## src/rtl/pipe_valid_sequencer_if.sv

```systemverilog
// Handshake bundle between the layer controller (master) and the PE-column
// sequencer (slave): command inputs, issue-side tags and shadowed output tags.
interface pipe_valid_sequencer_if #(
   parameter int CNT_W = 16
);
   logic             START;
   logic [CNT_W-1:0] NUM_BEATS;
   logic             HOLD;
   logic             ISSUE_VALID;
   logic             ISSUE_LAST;
   logic             OUT_VALID;
   logic             OUT_LAST;
   logic             BUSY;
   logic             DONE;
   logic [CNT_W-1:0] BEATS_LEFT;

   modport master (
      output START, NUM_BEATS, HOLD,
      input  ISSUE_VALID, ISSUE_LAST, OUT_VALID, OUT_LAST, BUSY, DONE, BEATS_LEFT
   );

   modport slave (
      input  START, NUM_BEATS, HOLD,
      output ISSUE_VALID, ISSUE_LAST, OUT_VALID, OUT_LAST, BUSY, DONE, BEATS_LEFT
   );
endinterface

```

## src/rtl/pipe_valid_sequencer.sv

```systemverilog
// Issues a counted burst of beats into a fixed-latency, non-stallable PE
// datapath and tracks valid/last through a matching shadow pipeline.
module pipe_valid_sequencer #(
   parameter int LATENCY = 3,
   parameter int CNT_W   = 16
) (
   input logic                     CLK,
   input logic                     RESET,
   pipe_valid_sequencer_if.slave   bus
);

   typedef enum logic [1:0] {
      S_IDLE  = 2'd0,
      S_ISSUE = 2'd1,
      S_DRAIN = 2'd2,
      S_DONE  = 2'd3
   } state_t;

   localparam logic [CNT_W-1:0] ONE = CNT_W'(1);

   state_t           r_state;
   state_t           w_nextState;
   logic [CNT_W-1:0] r_count;
   logic [CNT_W-1:0] w_nextCount;
   logic             w_issueValid;
   logic             w_issueLast;
   logic             w_outValid;
   logic             w_outLast;
   logic [1:0]       r_shadow [LATENCY];

   always_ff @(posedge CLK) begin
      if (RESET) begin
         r_state <= S_IDLE;
         r_count <= '0;
      end else begin
         r_state <= w_nextState;
         r_count <= w_nextCount;
      end
   end

   // The counter only decrements on an actual issue, so it reaches zero exactly
   // as ISSUE is left and can never wrap, even for an all-ones beat count.
   always_comb begin
      w_nextState  = r_state;
      w_nextCount  = r_count;
      w_issueValid = 1'b0;
      w_issueLast  = 1'b0;
      case (r_state)
         S_IDLE: begin
            if (bus.START) begin
               if (bus.NUM_BEATS != '0) begin
                  w_nextState = S_ISSUE;
                  w_nextCount = bus.NUM_BEATS;
               end else begin
                  w_nextState = S_DONE;
               end
            end
         end
         S_ISSUE: begin
            if (!bus.HOLD) begin
               w_issueValid = 1'b1;
               w_issueLast  = (r_count == ONE);
               w_nextCount  = r_count - ONE;
               if (r_count == ONE) begin
                  w_nextState = S_DRAIN;
               end
            end
         end
         S_DRAIN: begin
            if (w_outValid && w_outLast) begin
               w_nextState = S_DONE;
            end
         end
         S_DONE: begin
            w_nextState = S_IDLE;
         end
         default: begin
            w_nextState = S_IDLE;
         end
      endcase
   end

   // Stage k mirrors datapath register k; reset flushes it so no stale beat
   // can surface after an abandoned command.
   always_ff @(posedge CLK) begin
      if (RESET) begin
         for (int k = 0; k < LATENCY; k++) begin
            r_shadow[k] <= 2'b00;
         end
      end else begin
         r_shadow[0] <= {w_issueValid, w_issueLast};
         for (int k = 1; k < LATENCY; k++) begin
            r_shadow[k] <= r_shadow[k-1];
         end
      end
   end

   assign w_outValid = r_shadow[LATENCY-1][1];
   assign w_outLast  = r_shadow[LATENCY-1][0];

   assign bus.ISSUE_VALID = w_issueValid;
   assign bus.ISSUE_LAST  = w_issueLast;
   assign bus.OUT_VALID   = w_outValid;
   assign bus.OUT_LAST    = w_outLast;
   assign bus.BUSY        = (r_state != S_IDLE);
   assign bus.DONE        = (r_state == S_DONE);
   assign bus.BEATS_LEFT  = r_count;

endmodule

```

## src/flat_wrapper.sv

```systemverilog
// flat-port wrapper written by rule: the top's interface ports become plain ports
module pipe_valid_sequencer_flat 
#(
   parameter int LATENCY = 3,
   parameter int CNT_W   = 16
)
  (CLK, RESET, bus_START, bus_NUM_BEATS, bus_HOLD, bus_ISSUE_VALID, bus_ISSUE_LAST, bus_OUT_VALID, bus_OUT_LAST, bus_BUSY, bus_DONE, bus_BEATS_LEFT);
  pipe_valid_sequencer_if #(.CNT_W(CNT_W)) bus_i ();
  input logic CLK;
  input logic RESET;
  input wire logic [$bits(bus_i.START)-1:0] bus_START;
  input wire logic [$bits(bus_i.NUM_BEATS)-1:0] bus_NUM_BEATS;
  input wire logic [$bits(bus_i.HOLD)-1:0] bus_HOLD;
  output wire logic [$bits(bus_i.ISSUE_VALID)-1:0] bus_ISSUE_VALID;
  output wire logic [$bits(bus_i.ISSUE_LAST)-1:0] bus_ISSUE_LAST;
  output wire logic [$bits(bus_i.OUT_VALID)-1:0] bus_OUT_VALID;
  output wire logic [$bits(bus_i.OUT_LAST)-1:0] bus_OUT_LAST;
  output wire logic [$bits(bus_i.BUSY)-1:0] bus_BUSY;
  output wire logic [$bits(bus_i.DONE)-1:0] bus_DONE;
  output wire logic [$bits(bus_i.BEATS_LEFT)-1:0] bus_BEATS_LEFT;
  assign bus_i.START = bus_START;
  assign bus_i.NUM_BEATS = bus_NUM_BEATS;
  assign bus_i.HOLD = bus_HOLD;
  assign bus_ISSUE_VALID = bus_i.ISSUE_VALID;
  assign bus_ISSUE_LAST = bus_i.ISSUE_LAST;
  assign bus_OUT_VALID = bus_i.OUT_VALID;
  assign bus_OUT_LAST = bus_i.OUT_LAST;
  assign bus_BUSY = bus_i.BUSY;
  assign bus_DONE = bus_i.DONE;
  assign bus_BEATS_LEFT = bus_i.BEATS_LEFT;
  pipe_valid_sequencer #(.LATENCY(LATENCY), .CNT_W(CNT_W)) u_core (.CLK(CLK), .RESET(RESET), .bus(bus_i));
endmodule
```

## config.mk

```make
export PLATFORM = sky130hd
export DESIGN_NAME = pipe_valid_sequencer_flat
export DESIGN_NICKNAME = d
export VERILOG_FILES = /design/src/rtl/pipe_valid_sequencer_if.sv /design/src/rtl/pipe_valid_sequencer.sv /design/src/flat_wrapper.sv
export SDC_FILE = /design/constraint.sdc
export NUM_CORES = 1
export LEC_CHECK = 0
export CORE_ASPECT_RATIO = 1.4
export CORE_MARGIN = 1
export CORE_UTILIZATION = 43
export DETAILED_ROUTE_END_ITERATION = 10
export PLACE_DENSITY = 0.84
export SETUP_SLACK_MARGIN = 0.4
export SYNTH_ARGS = -nofsm -noshare
export SYNTH_HDL_FRONTEND = slang
export SYNTH_SLANG_ARGS = --single-unit
```

## constraint.sdc

```tcl
create_clock -name CLK -period 1.7 [get_ports CLK]
set_input_delay 0.17 -clock CLK [delete_from_list [all_inputs] [get_ports CLK]]
set_output_delay 0.17 -clock CLK [all_outputs]
set_load 0.005 [all_outputs]
```

### Yosys cells after proc, flatten, opt, wreduce, memory -nomap -nowiden

Memories as Yosys holds them, arrays and structs flattened.
Index checks and enable logic that the tools add are counted.

| cells by class | value |
|---|---|
| add/sub/neg operators | 1 |
| eq/ne operators | 9 |
| muxes and demuxes | 20 |
| bitwise gates (word level) | 3 |
| reduce and logical (&&, ||, !) cells | 7 |

Operators by type and width:

| operator | count |
|---|---|
| 16-bit two-way mux | 3 |
| 16-bit one-hot mux with 2 select lines | 1 |
| 16-bit by 1-bit == test with 1-bit output (second input constant) | 1 |
| 2-bit two-way mux | 8 |
| 16-bit nonzero test | 1 |
| 16-bit by 1-bit subtractor with 16-bit output (second input constant) | 1 |
| 2-bit one-hot mux with 4 select lines | 1 |
| 4-bit AND reduction | 2 |
| 1-bit two-way mux | 7 |
| 2-bit by 1-bit inequality test with 1-bit output (second input constant) | 3 |
| 2-bit == test (second input constant) | 2 |
| 2-bit inequality test (second input constant) | 2 |
| 2-bit nonzero test | 2 |
| 1-bit bitwise OR | 3 |
| 2-bit by 1-bit == test with 1-bit output (second input constant) | 1 |
| 2-bit logical NOT | 1 |
| 1-bit logical AND | 1 |

| word-level totals | value |
|---|---|
| register bits | 18 |
| memory bits (writable) | 6 |
| bits of input ports | 20 |
| output and inout bits | 22 |
| logic and storage cells | 43 |
| memories kept | 1 |

Memory list:

| memory | depth | bits a word | read ports | clocked after Yosys merged registers in | write ports | RTL line | source |
|---|---|---|---|---|---|---|---|
| u_core.r_shadow | 3 | 2 | 3 | 0 | 3 | pipe_valid_sequencer.sv:29 | `logic [1:0] r_shadow [LATENCY];` |

### Logic depth before layout (Yosys ltp)

Gate-level depths: netlist of the first run.

| depth | value |
|---|---|
| word-level depth | 4 |
| mapped depth | 9 |
| mapped depth without buffers | 7 |

### Worst setup path before layout of the first run

No wires, ideal clock.

| timing | value |
|---|---|
| path type | reg-to-reg |
| start point | register u_core.r_count[1], in the netlist u_core.bus.BEATS_LEFT[1] |
| end point | register u_core.r_count[10], in the netlist u_core.bus.BEATS_LEFT[10] |
| library setup time | 0.070 ns |
| arrival | 1.836 ns |
| data required time | 1.630 ns |
| slack | -0.207 ns |
| cell stages (with the launch flop) | 9 |
| path buffers | 1 |
| clock period less this slack | 1.907 ns |
| cell sequence | dfxtp_1 > inv_1 > ha_1 > or3b_2 > clkbuf_1 > nor3_2 > mux2i_1 > or2_2 > a21oi_1 |

| on the way | value |
|---|---|
| cells in the longest elaborated chain, start to end | 3 |

Ends and longest elaborated chain:

| what | RTL line | source |
|---|---|---|
| start, declared | pipe_valid_sequencer.sv:23 | `logic [CNT_W-1:0] r_count;` |
| start signal, assigned | pipe_valid_sequencer.sv:37 | `r_count <= w_nextCount;` |
| 16-bit by 1-bit subtractor with 16-bit output | pipe_valid_sequencer.sv:63 | `w_nextCount = r_count - ONE;` |
| 16-bit two-way mux | pipe_valid_sequencer.sv:60 | `if (!bus.HOLD) begin` |
| 16-bit one-hot mux with 2 select lines | pipe_valid_sequencer.sv:48 | `case (r_state)` |

No other way between the ends. The select of a mux whose other input is x is not followed.
A chain may end at the register's enable or synchronous reset.

### Worst setup path after layout of the first run

| timing | value |
|---|---|
| start point | register u_core.r_count[0], in the netlist u_core.bus.BEATS_LEFT[0] |
| end point | register u_core.r_count[11], in the netlist u_core.bus.BEATS_LEFT[11] |

Same word-level chain as after synthesis.

==> results of run 1 <==
layout by cell type (no fill, tap or decap), drive strengths merged, types with 5 or more instances in the layout:
cell type	synthesis	layout
a21o	8	8
a21oi	26	26
buf	3	72
clkdlybuf4s50	0	20
dfxtp	24	24
dlygate4sd2	0	11
ha	7	7
inv	7	7
nand2	10	10
nand2b	5	5
nand3	5	5
nor2	18	18
nor2b	7	7
nor3	11	11
nor4	7	7
o21ai	15	15
state kept, by name, summed over array words and instances (netlist names):
| signal | flops |
|---|---|
| u_core.r_state | 2 |
| u_core.bus.BEATS_LEFT | 16 |
| u_core.r_shadow | 6 |
timing repair:
| action | CTS | global route |
|---|---|---|
| hold buffers | 0 | 0 |
| gates cloned | 2 | 1 |
| setup endpoints to repair | 40 | 29 |
| buffers inserted | 12 | 6 |
| pin swaps | 20 | 11 |
| resized for setup | 79 | 59 |
cell usage after synthesis:
| library cell | instances | share of area |
|---|---|---|
| or4_1 | 2 | 0.010 |
| nor3_4 | 1 | 0.011 |
| o2bb2ai_1 | 1 | 0.0059 |
| nor3_2 | 1 | 0.0068 |
| a211oi_1 | 2 | 0.010 |
| ha_1 | 7 | 0.059 |
| buf_2 | 1 | 0.0034 |
| nand2b_1 | 5 | 0.021 |
| inv_1 | 7 | 0.018 |
| nor2_1 | 18 | 0.046 |
| buf_6 | 1 | 0.0076 |
| a21oi_1 | 26 | 0.088 |
| or2b_1 | 1 | 0.0051 |
| and4_1 | 1 | 0.0059 |
| or3_1 | 3 | 0.013 |
| clkbuf_1 | 11 | 0.028 |
| buf_1 | 1 | 0.0025 |
| nand2_1 | 10 | 0.025 |
| nand3b_1 | 1 | 0.0051 |
| a31oi_1 | 1 | 0.0043 |
| mux2i_1 | 2 | 0.014 |
| nor4b_4 | 1 | 0.016 |
| nand3_1 | 5 | 0.017 |
| or4_4 | 1 | 0.0076 |
| o21ai_0 | 15 | 0.051 |
| a211o_1 | 1 | 0.0059 |
| o32ai_1 | 3 | 0.018 |
| dfxtp_1 | 24 | 0.33 |
| nor4_1 | 7 | 0.030 |
| or3b_2 | 1 | 0.0059 |
| or2_2 | 4 | 0.017 |
| a21o_1 | 8 | 0.041 |
| nor3_1 | 9 | 0.031 |
| o21a_1 | 1 | 0.0051 |
| nor2b_1 | 7 | 0.030 |
| and3_1 | 2 | 0.0085 |
power by group through the flow:
stage          combinational (mW)  sequential, mW  clock [mW]
2_1_floorplan                1.68           0.940           0
3_3_place_gp                 2.89           0.854           0
3_5_place_dp                 2.96           0.867           0
4_1_cts                      3.45           0.880       0.516
5_1_grt                      4.60           0.933       0.544
6_report                     4.41           0.922       0.531
stage by stage:
stage	instances	setup WS (ps)	utilization
final	330	-259	0.903
after global routing	330	-298	0.903
after CTS	323	-106	0.812
after detailed placement	305	-269	0.722
after global placement	305	-309	0.722
after floorplan	192	-60.1	-
kinds of logic (layout without fill, tap and decap cells):
| group | after synthesis | count (layout) |
|---|---|---|
| mux | 2 | 2 |
| flops | 24 | 24 |
| simple gates | 80 | 80 |
| compound gates | 58 | 58 |
| fa+ha+maj | 7 | 7 |
| buf+inv | 21 | 120 |
critical path, delay by kind of cell, from the launching register on:
family	cells	cell delay, ps
flip-flops	1	380
buffers and inverters	3	480
AND/OR/NAND/NOR	3	680
AO/OA/AOI/OAI	2	320
final timing paths:
| check | from | slack (ps) | endpoint |
|---|---|---|---|
| worst min register to register | u_core.r_shadow[0][0]$_SDFF_PP0_ | 460 | u_core.r_shadow[0][2]$_SDFF_PP0_ |
| worst max-delay path | u_core.bus.BEATS_LEFT[0]$_SDFFE_PP0P_ | -260 | u_core.bus.BEATS_LEFT[11]$_SDFFE_PP0P_ |
| worst max register to register | u_core.bus.BEATS_LEFT[0]$_SDFFE_PP0P_ | -260 | u_core.bus.BEATS_LEFT[11]$_SDFFE_PP0P_ |
| worst min-delay path | u_core.r_shadow[0][0]$_SDFF_PP0_ | 460 | u_core.r_shadow[0][2]$_SDFF_PP0_ |
area by class of cell:
class	instances	area (sq um)
clock buffers	3	41.3
repair buffers	109	987
multi-input cells	147	1220
flip-flops and latches	24	510
inverters	7	33.8
fillers	133	310
well taps	39	48.8
clock inverters	1	30.0
per-layer routing:
layer	part of all wire	up-vias
met5	0	-
met1	0.36	965
met3	0.083	36
li1	-	877
met2	0.51	161
met4	0.044	0
==> metrics, run 1 <==
initial antenna violation count 0; GPL Wtd Cong approximately 0.88; RSZ-0062 raised after global routing yes; design area approximately 2900 sq um; Max Cap Viol 0; via count just over 2000; maximum vdd ir drop ~1.7 mV; Synth Instances around 190; Synthesized Nets around 220; total CTS buffers 3; Die H roughly 71 um; post-route ant nets 0; Total Die Area 3670 sq um; Post-Synth Adder-Cell Area 0.0595; GRT met1 Usage 0.358; Worst Path Required between 1500 and 2000 ps; largest net degree at the start of global routing 17; I/O pin count 42; setup TNS -2630 ps; critical path, cell by cell buf_4, or4_4, buf_6, nor3_4, buf_4, nor2_1, o21ai_0, a21oi_1; Synth Area in Simple Gates 0.312; core box area 3180 sq um; grt ovf 0; compound-cell area share of the yosys netlist 0.229; Leak between 1 and 1.5 nW; largest family of logic cells by synthesized area simple AND/OR/NAND/NOR gates; DRT Wirelength about 7000 um; TritonCTS clock tree done; WP data arrival about 2100 ps; failing checks negative setup slack; I/O Buffers between 40 and 50; combinational share of power 0.752; clock buffer depth 2; Avg WL per Cell roughly 21 um; first drt pass iteration count 4; Ys Warns 0; Chip Width 51.5 um; mapped cell area 1470 sq um; WS Path Type register to register; Worst setup SP type register; Internal Power roughly 3.3 mW; crit path capture type register; GRT Max-Usage Layer met2; vias in the first global route roughly 1900; final setup violation count 19; Crit path top cell by count buf_4; crit-path max cell delay 410 ps; Power Density ~2000 nW/um^2; Tot Pwr slightly below 6 mW; Skew-Pair Late Insertion Delay ~280 ps; period utilization 1.15; Starting Density 0.463; global-route wire length before repair 8840 um; gr usage total 0.322; Post-DP Area between 2000 and 2500 sq um; mux contribution to synthesized area 0.0136; Sw Share 0.441; final hold slack roughly 460 ps; register bit total from synthesis 24; Mean Syn Cell Area 7.67 sq um; Detailed Route Iter0 Violations between 100 and 150; layout cell share with drive strength beyond 1 0.546; status complete, but fails checks; clk_skew around 4.2 ps; layout overhead on the synthesized area 95.1%; Post-Synth XOR/XNOR Area 0; met3 usage 0.0425; net switching power approximately 2.6 mW; fin crit period 1960 ps; CP max-delay cell or4_4; H-tree depth 1; Seq/Total Area, Yosys 0.326; number of unique standard cell types used by synthesis 36; Worst Hold Class register to register; Worst Tran Pin Value ~600 ps; Clk pin slew, worst setup/hold paths around 100 ps; GR Util met2 0.564; fmax between 500 and 600 MHz; ANT cells 0; PnR worst setup slack -259 ps; final hold violation count 0; CP max FO 6; Register-to-Register Path Depth 8; DRC Markers 0; relative slew slack 0.598; Root Buffer clkbuf_8; Clk pwr share 0.091; max-slew violations 0; Hold Path Depth 1; post-DP HPWL between 3000 and 4000 um; vias per inst 6.18; clk sinks 24; sequential share of power 0.157; # nets final approximately 320; # rows 24
Power figures use the tool's default switching activity.
==> run 2, diff against run 1 <==
--- a/config.mk
+++ b/config.mk
@@ -9,7 +9,7 @@
 export CORE_MARGIN = 1
 export CORE_UTILIZATION = 43
 export DETAILED_ROUTE_END_ITERATION = 10
-export PLACE_DENSITY = 0.84
+export PLACE_DENSITY = 0.76
 export SETUP_SLACK_MARGIN = 0.4
 export SYNTH_ARGS = -nofsm -noshare
 export SYNTH_HDL_FRONTEND = slang
==> run 2 against run 1 <==
Die area unchanged. Count of clock-buffer cells in the layout unchanged. Critical endpoint is now u_core.r_state[1]$_SDFFE_PP0P_. Via count grew 2.7%. Design area unchanged. Register-to-register slack better by 20 ps. Worst hold slack worse by 94 ps. Critical path type unchanged. The run still ends with negative setup slack left. Routed wire length rose by 14%.
==> metrics, run 2 (synthesis gave the netlist of run 1 again) <==
status complete, but fails checks; failing checks negative setup slack; grt ovf 0 (unchanged); clk sinks 24 (unchanged); Worst setup SP type register; Leak 1.26 nW (-1.7%); DRC Markers 0 (unchanged); commonest cells after routing, fill and taps aside buf_4, buf_6, clkdlybuf4s50_1; fin crit period 1940 ps (-23.2 ps); final hold violation count 0 (unchanged); Detailed Route Iter0 Violations 180 (+68%); Hold Path Depth 4 (+3); critical path, cell by cell or3_4, nor4b_4, buf_4, a31oi_4, or3_1, a21oi_1; relative slew slack 0.551 (-0.0467); post-DP HPWL 3310 um (-2.0%); first drt pass iteration count 5 (+1); Starting Density 0.463 (unchanged); WS Path Type register to register; Max Cap Viol 0 (unchanged); DRT Wirelength 7730 um (+14%); CP max-delay cell or3_4; design area 2870 sq um (unchanged); Avg WL per Cell 23.5 um (+14%); clk_skew 4.64 ps (+0.465 ps); RSZ-0062 raised after global routing yes; GPL Wtd Cong 0.881 (+0.22%); Hold Crit Endpoint u_core.bus.BEATS_LEFT[2]$_SDFFE_PP0P_; period utilization 1.14 (-0.0137); H-tree depth 1 (unchanged); worst r2r dst u_core.r_state[1]$_SDFFE_PP0P_; commonest non-fill, non-tap cell in the layout buf_4; total CTS buffers 3 (unchanged); Die H 71.2 um (unchanged); setup TNS -2680 ps (-43.2 ps); Register-to-Register Path Depth 6 (-2); r2r startpoint u_core.bus.BEATS_LEFT[6]$_SDFFE_PP0P_; Clk pin slew, worst setup/hold paths 100 ps (about the same); largest net degree at the start of global routing 19 (+2); CP max FO 3 (-3); Worst Hold Class input pin to register; fin util 0.903 (unchanged); global-route wire length before repair 8130 um (-8.0%); crit-path max cell delay 390 ps (-20 ps); maximum vdd ir drop 1.53 mV (-11%); Tot Pwr 5.92 mW (+0.97%); Total Die Area 3670 sq um (unchanged); layout cell share with drive strength beyond 1 0.526 (-0.0204); layout overhead on the synthesized area 95.1% (unchanged); WP data arrival 2120 ps (-20 ps); initial antenna violation count 2 (+2); # rows 24 (unchanged); Power Density 2060 nW/um^2 (+0.97%); Chip Width 51.5 um (unchanged); Worst Tran Pin Value 671 ps (+69.8 ps); gr usage total 0.291 (-0.0306); multi-input logic area 1210 sq um (-0.72%); vias per inst 6.36 (+3.0%); Skew-Pair Late Insertion Delay 280 ps (about the same); fmax 517 MHz (+1.2%); via count 2094 (+2.7%); Root Buffer clkbuf_8; vias in the first global route 1856 (-2.7%); crit path capture type register; I/O Buffers 41 (unchanged); I/O pin count 42 (unchanged); max-slew violations 0 (unchanged); post-route ant nets 0 (unchanged); core box area 3180 sq um (unchanged); flop2flop setup slack -240 ps (+20 ps); Largest register FFs 16 (unchanged); # nets final 317 (-0.63%); register area 507 sq um (-0.74%); worst hold start bus_NUM_BEATS[2]; TritonCTS clock tree done; final setup violation count 19 (unchanged); final hold slack 361 ps (-94.5 ps); PnR worst setup slack -236 ps (+23.2 ps); Post-DP Area 2230 sq um (-2.8%); clock buffer depth 2 (unchanged); Hold Buf Count CTS 0 (unchanged); Layout fillers 146 (+9.8%); Worst Path Required 1880 ps (about the same)
[run 2: cell types whose count changed in the layout (fill, tap and decap cells not counted), sizes merged]
cell           delta
dlygate4sd2       +2
clkbuf            +2
clkdlybuf4s15     -1
diode             +1
clkinvlp          +1
inv               -1
buf               -4
clkdlybuf4s50     -1
[run 2: critical path, delay by kind of cell (launching register included)]
| kind | cells | cell delay [ps] |
|---|---|---|
| flops | 1 | 340 |
| buf+inv | 1 | 180 |
| compound gates | 2 | 300 |
| simple gates | 3 | 1020 |
[run 2: how the worst max path moves through the flow]
stage	from	to	slack (ps)	cells past startpoint
2_1_floorplan	u_core.bus.BEATS_LEFT[1]$_SDFFE_PP0P_	u_core.bus.BEATS_LEFT[10]$_SDFFE_PP0P_	-60	8
3_3_place_gp	u_core.bus.BEATS_LEFT[6]$_SDFFE_PP0P_	bus_ISSUE_LAST	-230	5
3_5_place_dp	bus_NUM_BEATS[11]	u_core.bus.BEATS_LEFT[0]$_SDFFE_PP0P_	-240	7
4_1_cts	u_core.r_state[1]$_SDFFE_PP0P_	u_core.bus.BEATS_LEFT[0]$_SDFFE_PP0P_	-80	8
5_1_grt	u_core.r_state[0]$_SDFFE_PP0P_	u_core.bus.BEATS_LEFT[6]$_SDFFE_PP0P_	-310	9
6_report	u_core.bus.BEATS_LEFT[6]$_SDFFE_PP0P_	u_core.r_state[1]$_SDFFE_PP0P_	-240	6
[run 2: where the power goes]
group	leakage, nW	switching (mW)	internal (mW)	total [mW]
logic	1.02	2.27	2.21	4.48
registers	0.204	0.152	0.766	0.918
clock network	0.0357	0.212	0.316	0.527
total	1.26	2.63	3.29	5.92
[run 2: area by class of cell]
cell class,count,share of cell area
Clock inverter,1,0.0105
Multi-Input combinational cell,147,0.422
Tap cell,39,0.0170
Antenna cell,1,0.000871
Sequential cell,24,0.176
Clock buffer,3,0.0144
Timing Repair Buffer,107,0.348
Inverter,7,0.0113
[run 2: repair_timing]
| action | in CTS | in global routing |
|---|---|---|
| pin swaps | 21 | 22 |
| endpoints found under the setup margin | 39 | 28 |
| cloned | 1 | 3 |
| setup buffers | 9 | 13 |
| resized for setup | 71 | 63 |
[run 2: layer usage]
layer / track usage / wire length [um]
met1: 0.310 / 2540
met2: 0.518 / 3830
met3: 0.0510 / 727
met4: 0.174 / 620
met5: 0 / 13
[run 2: stage by stage]
stage / std cells / worst slack (ps)
floorplan: 192 / -60.1
finish: 329 / -236
detailed placement: 298 / -242
CTS: 312 / -79.9
global route: 329 / -311
global placement: 298 / -227
